--- src/rtl/level_progression_ctrl.sv ---
// Game-flow controller: score, lives, game state and per-lane direction pattern for the movement stage.
// Optional build macro REVERSE_LFSR_EN selects an LFSR-derived lane pattern instead of alternate/complement.
module level_progression_ctrl #(
    parameter int         NUM_BITS      = 4,
    parameter int         MAX_SCORE     = 15,
    parameter int         START_LIVES   = 3,
    parameter int         INVULN_CYCLES = 25000000,
    parameter logic [7:0] LFSR_SEED     = 8'hA5
) (
    input  logic                i_Clk,
    input  logic                i_Rst_L,
    input  logic                i_Start,
    input  logic                i_Goal_Reached,
    input  logic                i_Collision,
    output logic [3:0]          o_Score,
    output logic [1:0]          o_Lives,
    output logic                o_Level_Up,
    output logic [NUM_BITS-1:0] o_Reverse,
    output logic                o_Frog_Reset,
    output logic                o_Game_Active,
    output logic                o_Game_Over
);

    // state     | meaning
    // S_IDLE    | waiting for first start, outputs idle
    // S_PLAY    | game running, accepting goal/collision pulses
    // S_LEVEL_UP| one-cycle strobe, new lane pattern presented
    // S_HIT     | invulnerability window after losing a life
    // S_GAME_OVER| no lives left, score held until restart
    typedef enum logic [2:0] {
        S_IDLE,
        S_PLAY,
        S_LEVEL_UP,
        S_HIT,
        S_GAME_OVER
    } state_t;

    localparam int                  CNT_W    = $clog2(INVULN_CYCLES + 1);
    localparam logic [CNT_W-1:0]    HIT_LAST = CNT_W'(INVULN_CYCLES - 1);
    localparam logic [3:0]          SCORE_MAX = 4'(MAX_SCORE);
    localparam logic [1:0]          LIVES_INIT = 2'(START_LIVES);

    // Downstream reads an all-zero pattern as "not loaded", so never present one.
    function automatic logic [NUM_BITS-1:0] zero_guard(input logic [NUM_BITS-1:0] p);
        return (p == '0) ? NUM_BITS'(1) : p;
    endfunction

    state_t             state;
    logic [CNT_W-1:0]   hit_cnt;
    logic [NUM_BITS-1:0] start_pattern;
    logic [NUM_BITS-1:0] goal_pattern;

`ifdef REVERSE_LFSR_EN
    logic [7:0] lfsr;

    always_ff @(posedge i_Clk or negedge i_Rst_L) begin
        if (!i_Rst_L) begin
            lfsr <= LFSR_SEED;
        end else begin
            lfsr <= {1'b0, lfsr[7:1]} ^ (lfsr[0] ? 8'hB8 : 8'h00);
        end
    end

    assign start_pattern = zero_guard(lfsr[NUM_BITS-1:0]);
    assign goal_pattern  = zero_guard(lfsr[NUM_BITS-1:0]);
`else
    function automatic logic [NUM_BITS-1:0] alt_pattern();
        logic [NUM_BITS-1:0] p;
        for (int i = 0; i < NUM_BITS; i++) begin
            p[i] = (i % 2 == 0);
        end
        return p;
    endfunction

    localparam logic [NUM_BITS-1:0] ALT_PATTERN = alt_pattern();

    assign start_pattern = ALT_PATTERN;
    assign goal_pattern  = zero_guard(~o_Reverse);

    // Seed only matters for the LFSR build; an all-zero seed would lock the LFSR.
    if (LFSR_SEED == 8'h00) begin : g_lfsr_seed_zero_unsupported
    end
`endif

    always_ff @(posedge i_Clk or negedge i_Rst_L) begin
        if (!i_Rst_L) begin
            state         <= S_IDLE;
            hit_cnt       <= '0;
            o_Score       <= '0;
            o_Lives       <= LIVES_INIT;
            o_Reverse     <= '0;
            o_Level_Up    <= 1'b0;
            o_Frog_Reset  <= 1'b0;
            o_Game_Active <= 1'b0;
            o_Game_Over   <= 1'b0;
        end else begin
            o_Level_Up   <= 1'b0;
            o_Frog_Reset <= 1'b0;
            case (state)
                S_IDLE, S_GAME_OVER: begin
                    if (i_Start) begin
                        state         <= S_LEVEL_UP;
                        o_Score       <= '0;
                        o_Lives       <= LIVES_INIT;
                        o_Reverse     <= start_pattern;
                        o_Level_Up    <= 1'b1;
                        o_Frog_Reset  <= 1'b1;
                        o_Game_Active <= 1'b1;
                        o_Game_Over   <= 1'b0;
                    end
                end
                S_PLAY: begin
                    if (i_Collision) begin
                        if (o_Lives <= 2'd1) begin
                            state         <= S_GAME_OVER;
                            o_Lives       <= 2'd0;
                            o_Game_Active <= 1'b0;
                            o_Game_Over   <= 1'b1;
                        end else begin
                            state        <= S_HIT;
                            hit_cnt      <= '0;
                            o_Lives      <= o_Lives - 2'd1;
                            o_Frog_Reset <= 1'b1;
                        end
                    end else if (i_Goal_Reached) begin
                        state        <= S_LEVEL_UP;
                        o_Score      <= (o_Score == SCORE_MAX) ? SCORE_MAX : o_Score + 4'd1;
                        o_Reverse    <= goal_pattern;
                        o_Level_Up   <= 1'b1;
                        o_Frog_Reset <= 1'b1;
                    end
                end
                S_LEVEL_UP: begin
                    state <= S_PLAY;
                end
                S_HIT: begin
                    if (hit_cnt == HIT_LAST) begin
                        state   <= S_PLAY;
                        hit_cnt <= '0;
                    end else begin
                        hit_cnt <= hit_cnt + CNT_W'(1);
                    end
                end
                default: begin
                    state <= S_IDLE;
                end
            endcase
        end
    end

endmodule

--- config.mk ---
export PLATFORM = sky130hd
export DESIGN_NAME = level_progression_ctrl
export DESIGN_NICKNAME = d
export VERILOG_FILES = /design/src/rtl/level_progression_ctrl.sv
export SDC_FILE = /design/constraint.sdc
export NUM_CORES = 1
export LEC_CHECK = 0
export BUFFER_PORTS_ARGS = -buffer_cell sky130_fd_sc_hd__clkbuf_2
export CORE_UTILIZATION = 45
export CTS_CLUSTER_SIZE = 25
export DETAILED_ROUTE_END_ITERATION = 10
export PLACE_DENSITY_LB_ADDON = 0.3
export SYNTH_ARGS = -nofsm -noshare
export SYNTH_HDL_FRONTEND = slang
export SYNTH_SLANG_ARGS = --single-unit
--- constraint.sdc ---
create_clock -name i_Clk -period 2 [get_ports i_Clk]
set_input_delay 0.1 -clock i_Clk [delete_from_list [all_inputs] [get_ports i_Clk]]
set_output_delay 0.1 -clock i_Clk [all_outputs]
set_load 0.05 [all_outputs]
# After elaboration in Yosys (flattened, before gate mapping)
# Index checks and enable logic that the tools add are counted.
[totals]
ff_bits = 42
[classes]
n_addsub = 3
order_cmp = 1
eq_ne = 14
muxes = 39
bitwise = 1
n_reduce_logical = 10
[ops]
columns = ["op", "n"]
rows = [
  ["25-bit two-way mux", 3],
  ["25-bit case mux with 2 select lines", 1],
  ["4-bit two-way mux", 8],
  ["25-bit by 1-bit adder with 25-bit output (second input constant)", 1],
  ["25-bit equality test (second input constant)", 1],
  ["4-bit case mux with 2 select lines", 2],
  ["3-bit two-way mux", 5],
  ["2-bit inequality test (second input constant)", 7],
  ["3-bit case mux with 4 select lines", 1],
  ["1-bit two-way mux", 11],
  ["3-bit AND reduction", 3],
  ["1-bit case mux with 2 select lines", 4],
  ["4-bit AND reduction", 2],
  ["3-bit by 2-bit equality test with 1-bit output (second input constant)", 2],
  ["2-bit two-way mux", 3],
  ["4-bit by 1-bit adder with 4-bit output (second input constant)", 1],
  ["4-bit equality test (second input constant)", 1],
  ["4-bit zero test", 1],
  ["4-bit NOT", 1],
  ["2-bit case mux with 2 select lines", 1],
  ["2-bit nonzero test", 2],
  ["3-bit by 1-bit equality test with 1-bit output (second input constant)", 1],
  ["3-bit equality test (second input constant)", 1],
  ["3-bit zero test", 1],
  ["other kinds (4)", 4],
]

# Depth between registers and ports, before layout
# Gate-level depths: netlist of the first run.
[logic_depth]
ltp_word = 6
ltp_mapped = 7

# Least setup slack after synthesis of the first run
# OpenSTA, ideal clock, no wires.
[synth_path]
path_kind = "reg-to-reg"
start = "reg o_Lives[1]"
end = "reg hit_cnt[22]"
setup_time_ns = 0.073
arrival_time_ns = 1.960
required_ns = 1.927
setup_slack_ns = -0.033
stages_incl_launch_ff = 6
path_buffers = 1
path_cell_list = "dfstp_2 -> a21oi_1 -> or3_1 -> clkbuf_2 -> or4_4 -> a21oi_2"
[synth_via]
elab_chain_len = 3
[synth_rtl]
columns = ["item", "line_no", "text"]
rows = [
  ["start, declared", "16", "output logic [1:0] o_Lives,"],
  ["start signal, assigned", "122", "o_Lives <= o_Lives - 2'd1;"],
  ["2-bit by 1-bit <= comparator with 1-bit output", "114", "if (o_Lives <= 2'd1) begin"],
  ["2-bit inequality test (no line)", "n/a", ""],
  ["3-bit AND reduction (no line)", "n/a", ""],
  ["end signal, assigned", "141", "hit_cnt <= hit_cnt + CNT_W'(1);"],
  ["end, declared", "49", "logic [CNT_W-1:0] hit_cnt;"],
]
# No other way between the ends.
# A chain may end at the register's enable or synchronous reset.

# Worst setup path in the final report of the first run
# Ends and elaborated chain as after synthesis.

==> metrics.yaml, run 1 <==
gp_congestion: 0.851
synthDistinctLibCells: 47
clockBufferDepth: 2
synth-seq-cells: 42
multi_input_area_mm2: 0.00105
via_per_inst: 5.81
arrival_ns: 2.14
seq_area_mm2: 0.00106
grt_use_met3_pct: 3.80
post-dp-hpwl_um: 3450
synthesis.nets: 250
crit_path_end_kind: "flop"
criticalPathCategory: "flop to flop"
netSwitchingPower_w: 0.00177
grt_max_degree: 26
pwr-share-clk_pct: 17.0
ys.flop_type: "dfrtp_1"
nFillCells: 421
period_share_pct: 96.0
worstPathMaxFanout: 7
antenna_found_initial: 0
totalWireLength_um: 4800
die_area_mm2: 0.00514
leakage_nw: 1.09
ys_warn_count: 0
port_buffers: 18
power_density_mw_per_mm2: 1530
p_comb_share_pct: 47.5
ios: 19
drc: 0
die_w_um: 71.7
p_int_w: 0.00210
p_seq_share_pct: 35.4
period_minus_slack_ns: 1.92
syn_inst: 243
peakVddDrop_v: 0.000938
p_sw_share_pct: 45.7
use_met1_pct: 30.1
slew_headroom_pct: 57.3
cp.required_ns: 2.22
wire_per_inst_um: 14.7
clkTransAtPathRegs_ns: 0.08
overflow: 0
hold_violations: 0
postSynthAreaPerCell_um2: 9.00
finalSetupTns_ns: 0
grt_pass1_vias: 1776
clock_skew_ns: 0.0118
ys_seq_area_share_pct: 48.2
whs_ns: 0.0923
synthToLayoutAreaGrowth_pct: 15.9
grt.busiest_layer: "met2"
max_freq_mhz: 521
start_util_pct: 48.5
maxSlewViolCount: 0
clk_latency_ns: 0.29
post_cts_buffers: 0
async_flop_share_pct: 100
postRouteAntennaNets: 0
syn_area_mm2: 0.00219
drt-pass1-iter-count: 5
drtIter0Drc: 153
core_area_mm2: 0.00450
die-height_um: 71.7
antenna_cells: 0
cts_max_level: 2
synth_edf_count: 0
rsz0062_at_grt: "false"
vias: 1901
cap_viol_max_count: 0
tightest_slew_ns: 0.640
cts_tree: "built"
grt.total_usage_pct: 20.5
finalSetupViolations: 0
grt_pass1_wl_um: 8220
cp-start-kind: "flop"
status: "finished clean"
grtUsageMet2_pct: 30.9
rows: 24
clock-sinks: 42
cts_made_buffers: 5
drive_gt1_share_pct: 17.8
nets: 281
cts_root_buf: "clkbuf_8"
hp-class: "primary input to flop"
==> area by class of cell <==
cell class                      count  share of cell area, %
Clock inverter                      1                   1.19
Timing Repair Buffer               35                   8.70
Clock buffer                        7                   3.01
Sequential cell                    42                   41.7
Multi-Input combinational cell    181                   41.5
Inverter                            9                   1.33
Tap cell                           52                   2.57
==> state kept, by name (all words and copies together), names as in the netlist <==
register and cells:
hit_cnt 25, o_Reverse 4, o_Level_Up 1, o_Game_Active 1
state 3, o_Game_Over 1, o_Lives 2, o_Frog_Reset 1
o_Score 4
==> cells by family after synthesis <==
family	share of synthesized area, %
xor+xnor	2.00
mux	0.916
buf+inv	3.95
fa+ha+maj	1.14
simple gates	25.5
compound gates	18.3
flops	48.2
==> metal layers <==
metal / share of wire [%] / vias up
li1: - / 951
met1: 49 / 902
met2: 45 / 44
met3: 5.0 / 4
met4: 1.0 / 0
met5: 0 / -
==> cells in the final DEF, fill, tap and decap left out, drive strengths merged, types with 7 or more instances in the layout <==
| cell type | count |
|---|---|
| clkbuf | 25 |
| nand4 | 7 |
| o21ai | 14 |
| a21oi | 28 |
| buf | 16 |
| dfrtp | 40 |
| nor2 | 17 |
| nand2 | 26 |
| nand3 | 19 |
| nand2b | 7 |
| inv | 9 |
==> power groups by stage <==
stage | clock (W) | combinational (W) | sequential, W
after floorplan | 0 | 0.000931 | 0.00174
after global placement | 0 | 0.00181 | 0.00137
after detailed placement | 0 | 0.00184 | 0.00139
after CTS | 0.000680 | 0.00184 | 0.00137
after global routing | 0.000712 | 0.00202 | 0.00141
final | 0.000659 | 0.00184 | 0.00137
==> synthesized netlist by cell type, drive strengths merged, types with 2 or more instances <==
master	count	area, um2
o31ai	2	15.0
dfrtp	40	1000
nand2b	7	46.3
nand3	19	100
mux2i	2	20.0
o21ai	14	70.1
dfstp	2	52.6
o21a	2	15.0
a21o	3	22.5
ha	2	25.0
inv	9	33.8
nand2	26	97.6
xnor2	5	43.8
or3	3	18.8
nor2	17	63.8
and4	3	26.3
nand4	7	43.8
and3	3	18.8
o22ai	2	12.5
a21oi	28	144
or2	2	12.5
or4	2	18.8
and2b	2	15.0
nor4	6	37.5
a22o	2	17.5
buf	5	27.5
clkbuf	6	25.0
o311ai	3	26.3
a31oi	4	25.0
nor3	4	20.0
==> timing repair <==
action                                 CTS  global route
endpoints found under the hold margin   22             0
resized for setup                        0             1
setup endpoints to repair                0             6
hold buffers                             1             0
==> stage by stage <==
step	worst slack, ns	total power [W]	cell area, um2	std cells	util (%)
floorplan	0.0271	0.00267	2190	243	-
global placement	0.127	0.00319	2420	318	53.6
detailed placement	0.0894	0.00322	2420	318	53.6
CTS	0.0733	0.00389	2530	327	56.2
global route	0.00151	0.00414	2530	327	56.2
finish	0.0802	0.00387	2530	327	56.2
==> path summary, 6_finish.rpt <==
path / from / to / slack [ns] / cells past startpoint
min reg2reg: o_Reverse[0] / o_Reverse[0] / 0.48 / 1
max reg2reg: o_Lives[1] / hit_cnt[22] / 0.08 / 4
min: i_Start / o_Lives[1] / 0.09 / 3
max in group asynchronous: i_Rst_L / hit_cnt[4] / 0.95 / 3
max: o_Lives[1] / hit_cnt[22] / 0.08 / 4
min in group asynchronous: i_Rst_L / hit_cnt[18] / 0.36 / 2
==> worst max-delay path, stage by stage (launching register included) <==
cell and delay, ns:
dfstp_4 0.65, a21oi_2 0.06, or3_1 0.45, or4_4 0.55, a21oi_2 0.14
Power figures use the tool's default switching activity.
==> run 2, diff against run 1 <==
--- a/config.mk
+++ b/config.mk
@@ -6,6 +6,7 @@
 export NUM_CORES = 1
 export LEC_CHECK = 0
 export BUFFER_PORTS_ARGS = -buffer_cell sky130_fd_sc_hd__clkbuf_2
+export CORE_MARGIN = 3
 export CORE_UTILIZATION = 45
 export CTS_CLUSTER_SIZE = 25
 export DETAILED_ROUTE_END_ITERATION = 10
==> constraint.sdc (replaced) <==
create_clock -name i_Clk -period 2.5 [get_ports i_Clk]
set_input_delay 0.125 -clock i_Clk [delete_from_list [all_inputs] [get_ports i_Clk]]
set_output_delay 0.125 -clock i_Clk [all_outputs]
set_load 0.05 [all_outputs]
==> run 2 against run 1 <==
Against the previous run: worst setup slack improved by 0.33 ns; design area fell by 2.8%; combinational power shrank 29%; routed wire length fell by 7.7%; critical path depth rose by 2; non-clock buffer count is 15 lower; hold slack worse by 0.091 ns; clock skew decreased by 0.0035 ns; sequential power is 19% lower; via count decreased by 2.3%; sequential share of layout area rose by 1.0 points; clock-buffer cell count is 1 lower; critical path type unchanged; largest cell class unchanged; largest power group unchanged.
==> metrics.yaml, run 2 (same netlist as run 1, synthesis figures left out) <==
status: "finished clean"
cp-start-kind: "flop"
worst_path_max_delay_cell: "o21a_1"
drtIter0Drc: 101
wl_met2_um: 2010
hold_violations: 0
largest_register: "hit_cnt"
wl_met3_um: 178
hp-class: "primary input to asynchronous set/reset pin"
rsz0062_at_grt: "false"
grt_max_degree: 43
core_area_mm2: 0.00453
port_buffers: 18
power_density_mw_per_mm2: 1250
vias: 1857
rows: 24
clkTransAtPathRegs_ns: 0.08
cap_viol_max_count: 0
dpl_worst_slack_ns: 0.416
reg_top3: "hit_cnt: 25 flops, o_Reverse: 4 flops, o_Score: 4 flops"
final_common_cell: "dfrtp_1"
cpMostUsedCell: "nor2_1"
finalSetupTns_ns: 0
drt-pass1-iter-count: 4
drive_gt1_share_pct: 13.8
clock_skew_ns: 0.00837
cp.required_ns: 2.67
antenna_found_initial: 0
synthToLayoutAreaGrowth_pct: 12.7
crit_path_end_kind: "flop"
post-dp-hpwl_um: 3200
overflow: 0
largest_register_ffs: 25
start_util_pct: 48.2
slew_headroom_pct: 31.8
criticalPathCategory: "flop to flop"
final_cell_mix: "dfrtp_1, a21oi_1, nand2_1"
leakage_nw: 1.03
peakVddDrop_v: 0.000573
die_area_mm2: 0.00573
gp_congestion: 0.827
wirelength_met1_um: 2200
grt_pass1_wl_um: 7490
ctsResizeCount: 0
max_freq_mhz: 480
cts_root_buf: "clkbuf_8"
antenna_cells: 0
crit_buf_inv: 0
die-height_um: 75.7
via_per_inst: 5.71
grt.total_usage_pct: 17.1
maxSlewViolCount: 0
period_share_pct: 83.4
whs_ns: 0.00105
grt_pass1_vias: 1604
wire_per_inst_um: 13.6
fin_util_pct: 54.3
clk_latency_ns: 0.29
period_minus_slack_ns: 2.09
worstPathMaxFanout: 20
clock-sinks: 42
clockBufferDepth: 2
finalSetupViolations: 0
cts_tree: "built"
post_cts_buffers: 0
max_stage_delay_ns: 0.44
path_cells: "ha_1, and3_1, nand4_1, o21a_1, nor2_1, nor2_1"
nets: 266
crit_family: "simple AND/OR/NAND/NOR gates"
die_w_um: 75.7
ios: 19
setup_ws_ns: 0.415
arrival_ns: 2.25
tightest_slew_ns: 1.02
cts_max_level: 2
top_layer_used: "met4"
cts_made_buffers: 5
hold_buffers: 0
totalWireLength_um: 4430
postRouteAntennaNets: 0
drc: 0
-- run 2: changes by cell type in the layout (fill, tap and decap cells not counted), sizes merged --
cell	delta
buf	-14
bufinv	+1
clkbuf	-1
dlygate4sd3	-1
-- run 2: where the power goes --
group	internal [W]	total (W)	switching [W]
sequential	0.000889	0.00111	0.000224
combinational	0.000387	0.00131	0.000927
clock	0.000426	0.000653	0.000227
total	0.00170	0.00308	0.00138
-- run 2: through the flow --
step,instances,total power [W],cell area [um2]
floorplan,243,0.00213,2190
global placement,317,0.00241,2320
detailed placement,317,0.00244,2320
CTS,325,0.00310,2460
global route,325,0.00332,2460
finish,325,0.00308,2460
-- run 2: per-layer routing --
layer,vias to the layer above,track usage (%)
met2,33,24.8
met3,6,3.96
li1,916,-
met4,0,6.21
met1,902,24.8
met5,-,0
-- run 2: worst reg2reg max path, cell delays in order (launching register included) --
cell	delay (ns)
dfrtp_1	0.39
ha_1	0.21
and3_1	0.26
nand4_1	0.13
o21a_1	0.44
nor2_1	0.42
nor2_1	0.10
-- run 2: area by class of cell --
class                   count  area (um2)
multi-input cells         181        1050
fillers                   404        2070
repair buffers             20         105
well taps                  65        81.3
flip-flops and latches     42        1050
inverters                   9        33.8
clock buffers               6        82.6
clock inverters             2        60.1
-- run 2: worst paths after layout --
path / from / end / slack (ns) / depth (start not counted)
worst min-delay path: i_Rst_L / hit_cnt[20] / 0.001 / 1
worst max register to register: hit_cnt[0] / hit_cnt[24] / 0.41 / 6
worst max-delay path: hit_cnt[0] / hit_cnt[24] / 0.41 / 6
max in group asynchronous: i_Rst_L / state[0] / 1.87 / 1
worst min register to register: state[2] / state[0] / 0.46 / 1
min in group i_Clk: i_Start / o_Lives[1] / 0.15 / 3
==> run 3, diff against run 2 <==
==> constraint.sdc (replaced) <==
create_clock -name i_Clk -period 1.8 [get_ports i_Clk]
set_input_delay 0.09 -clock i_Clk [delete_from_list [all_inputs] [get_ports i_Clk]]
set_output_delay 0.09 -clock i_Clk [all_outputs]
set_load 0.05 [all_outputs]
==> run 3 against run 2 <==
Against the previous run: worst setup slack worse by 0.38 ns; critical endpoint is now hit_cnt[22]; sequential power up 33%; clock power up 39%; total power up 54%; design area up 13%; core utilization up 7.0 points; non-clock buffer count up 31; clock-buffer cell count unchanged; critical path type unchanged.
==> metrics.yaml, run 3 (same netlist as run 1, synthesis figures left out) <==
period_share_pct: 98.3
gp_congestion: 0.818
die_w_um: 75.7
cts_made_buffers: 5
clkTransAtPathRegs_ns: 0.08
cts_tree: "built"
maxSlewViolCount: 0
largest_register: "hit_cnt"
start_util_pct: 48.2
overflow: 0
max_freq_mhz: 565
antenna_found_initial: 0
drc: 0
totalWireLength_um: 5140
setup_ws_ns: 0.0307
cap_viol_max_count: 0
arrival_ns: 1.99
status: "finished clean"
synthToLayoutAreaGrowth_pct: 27.1
slew_headroom_pct: 64.7
dpl_cell_area_mm2: 0.00253
die-height_um: 75.7
finalSetupViolations: 0
dp.cells: 343
cp-start-kind: "flop"
clockBufferDepth: 2
port_buffers: 18
core_area_mm2: 0.00453
wire_per_inst_um: 14.4
worst_path_max_delay_cell: "or4_4"
r2r_setup_slack_ns: 0.03
final_cells: 356
drive_gt1_share_pct: 27.8
die_area_mm2: 0.00573
nets: 297
tightest_slew_ns: 0.530
hold_violations: 0
antenna_cells: 0
fin_area_mm2: 0.00278
grt_pass1_wl_um: 8560
ios: 19
peakVddDrop_v: 0.000821
period_minus_slack_ns: 1.77
cts_root_buf: "clkbuf_8"
criticalPathCategory: "flop to flop"
grt.total_usage_pct: 19.8
grt_pass1_vias: 1840
hp-class: "primary input to flop"
worstPathMaxFanout: 5
leakage_nw: 1.20
power.total_w: 0.00475
post-dp-hpwl_um: 3620
power_density_mw_per_mm2: 1710
largest_register_ffs: 25
cp.required_ns: 2.03
drtIter0Drc: 70
via_per_inst: 5.57
max_stage_delay_ns: 0.52
final_cell_mix: "dfrtp_1, buf_4, nand2_1"
clock_skew_ns: 0.00584
vias: 1983
drt-pass1-iter-count: 4
clk_latency_ns: 0.29
rows: 24
reg_top3: "hit_cnt: 25 flops, o_Reverse: 4 flops, o_Score: 4 flops"
path_cells: "ha_2, nand4_1, nor2_2, nand2_1, or4_4, a21oi_2"
cts_max_level: 2
dpl_worst_slack_ns: 0.00337
final_common_cell: "dfrtp_1"
clock-sinks: 42
crit_path_end_kind: "flop"
grt_max_degree: 43
postRouteAntennaNets: 0
## run 3: changes by cell type in the layout (fill, tap and decap cells not counted), sizes merged
| cell | delta |
|---|---|
| buf | +30 |
| dlygate4sd3 | +1 |
## run 3: power by group
group          internal, W  leakage (nW)  switching, W  total, W
Sequential         0.00124         0.547      0.000234   0.00148
Clock             0.000591        0.0714      0.000317  0.000908
Combinational     0.000875         0.586       0.00149   0.00237
Total              0.00271          1.20       0.00204   0.00475
## run 3: final timing paths
check                              from      endpoint  cells after the start
setup reg to reg             hit_cnt[0]   hit_cnt[22]                      6
hold / removal                  i_Start    o_Lives[1]                      3
setup / recovery             hit_cnt[0]   hit_cnt[22]                      6
max in group asynchronous       i_Rst_L    o_Lives[0]                      3
hold reg to reg            o_Reverse[0]  o_Reverse[0]                      1
min in group asynchronous       i_Rst_L    o_Score[0]                      3
## run 3: repair_timing
item / CTS / global route
resized for setup: 2 / 15
cloned: 0 / 1
hold buffers: 1 / 0
pin swaps: 0 / 5
buffers inserted: 0 / 3
endpoints found under the setup margin: 2 / 20
endpoints found under the hold margin: 40 / 0
## run 3: per-stage QoR
step	hold slack (ns)	util [%]	setup TNS, ns
floorplan	-0.206	-	-0.269
CTS	0.101	59.4	0
detailed placement	0.189	55.9	0
finish	0.104	61.3	0
global route	0.135	61.3	-0.450
global placement	0.193	55.9	0
## run 3: cell type report
cell class                      instances  area [um2]
Multi-Input combinational cell        181        1110
Sequential cell                        42        1060
Clock inverter                          2        60.1
Timing Repair Buffer                   51         349
Clock buffer                            6        82.6
Tap cell                               65        81.3
Inverter                                9        33.8
Fill cell                             375        1760
## run 3: critical path: cells and delay by family (launching register included)
kind / cells / cell delay, ns
flip-flops: 1 / 0.41
AO/OA/AOI/OAI: 1 / 0.12
AND/OR/NAND/NOR: 4 / 0.96
adder cells (fa/ha/maj): 1 / 0.22
## run 3: metal layers
metal	share of wire (%)	vias to the layer above	global-route usage (%)
met4	1.4	0	5.63
met3	3.5	9	3.56
met2	48	48	31.6
li1	-	978	-
met5	0	-	0
met1	47	948	27.6
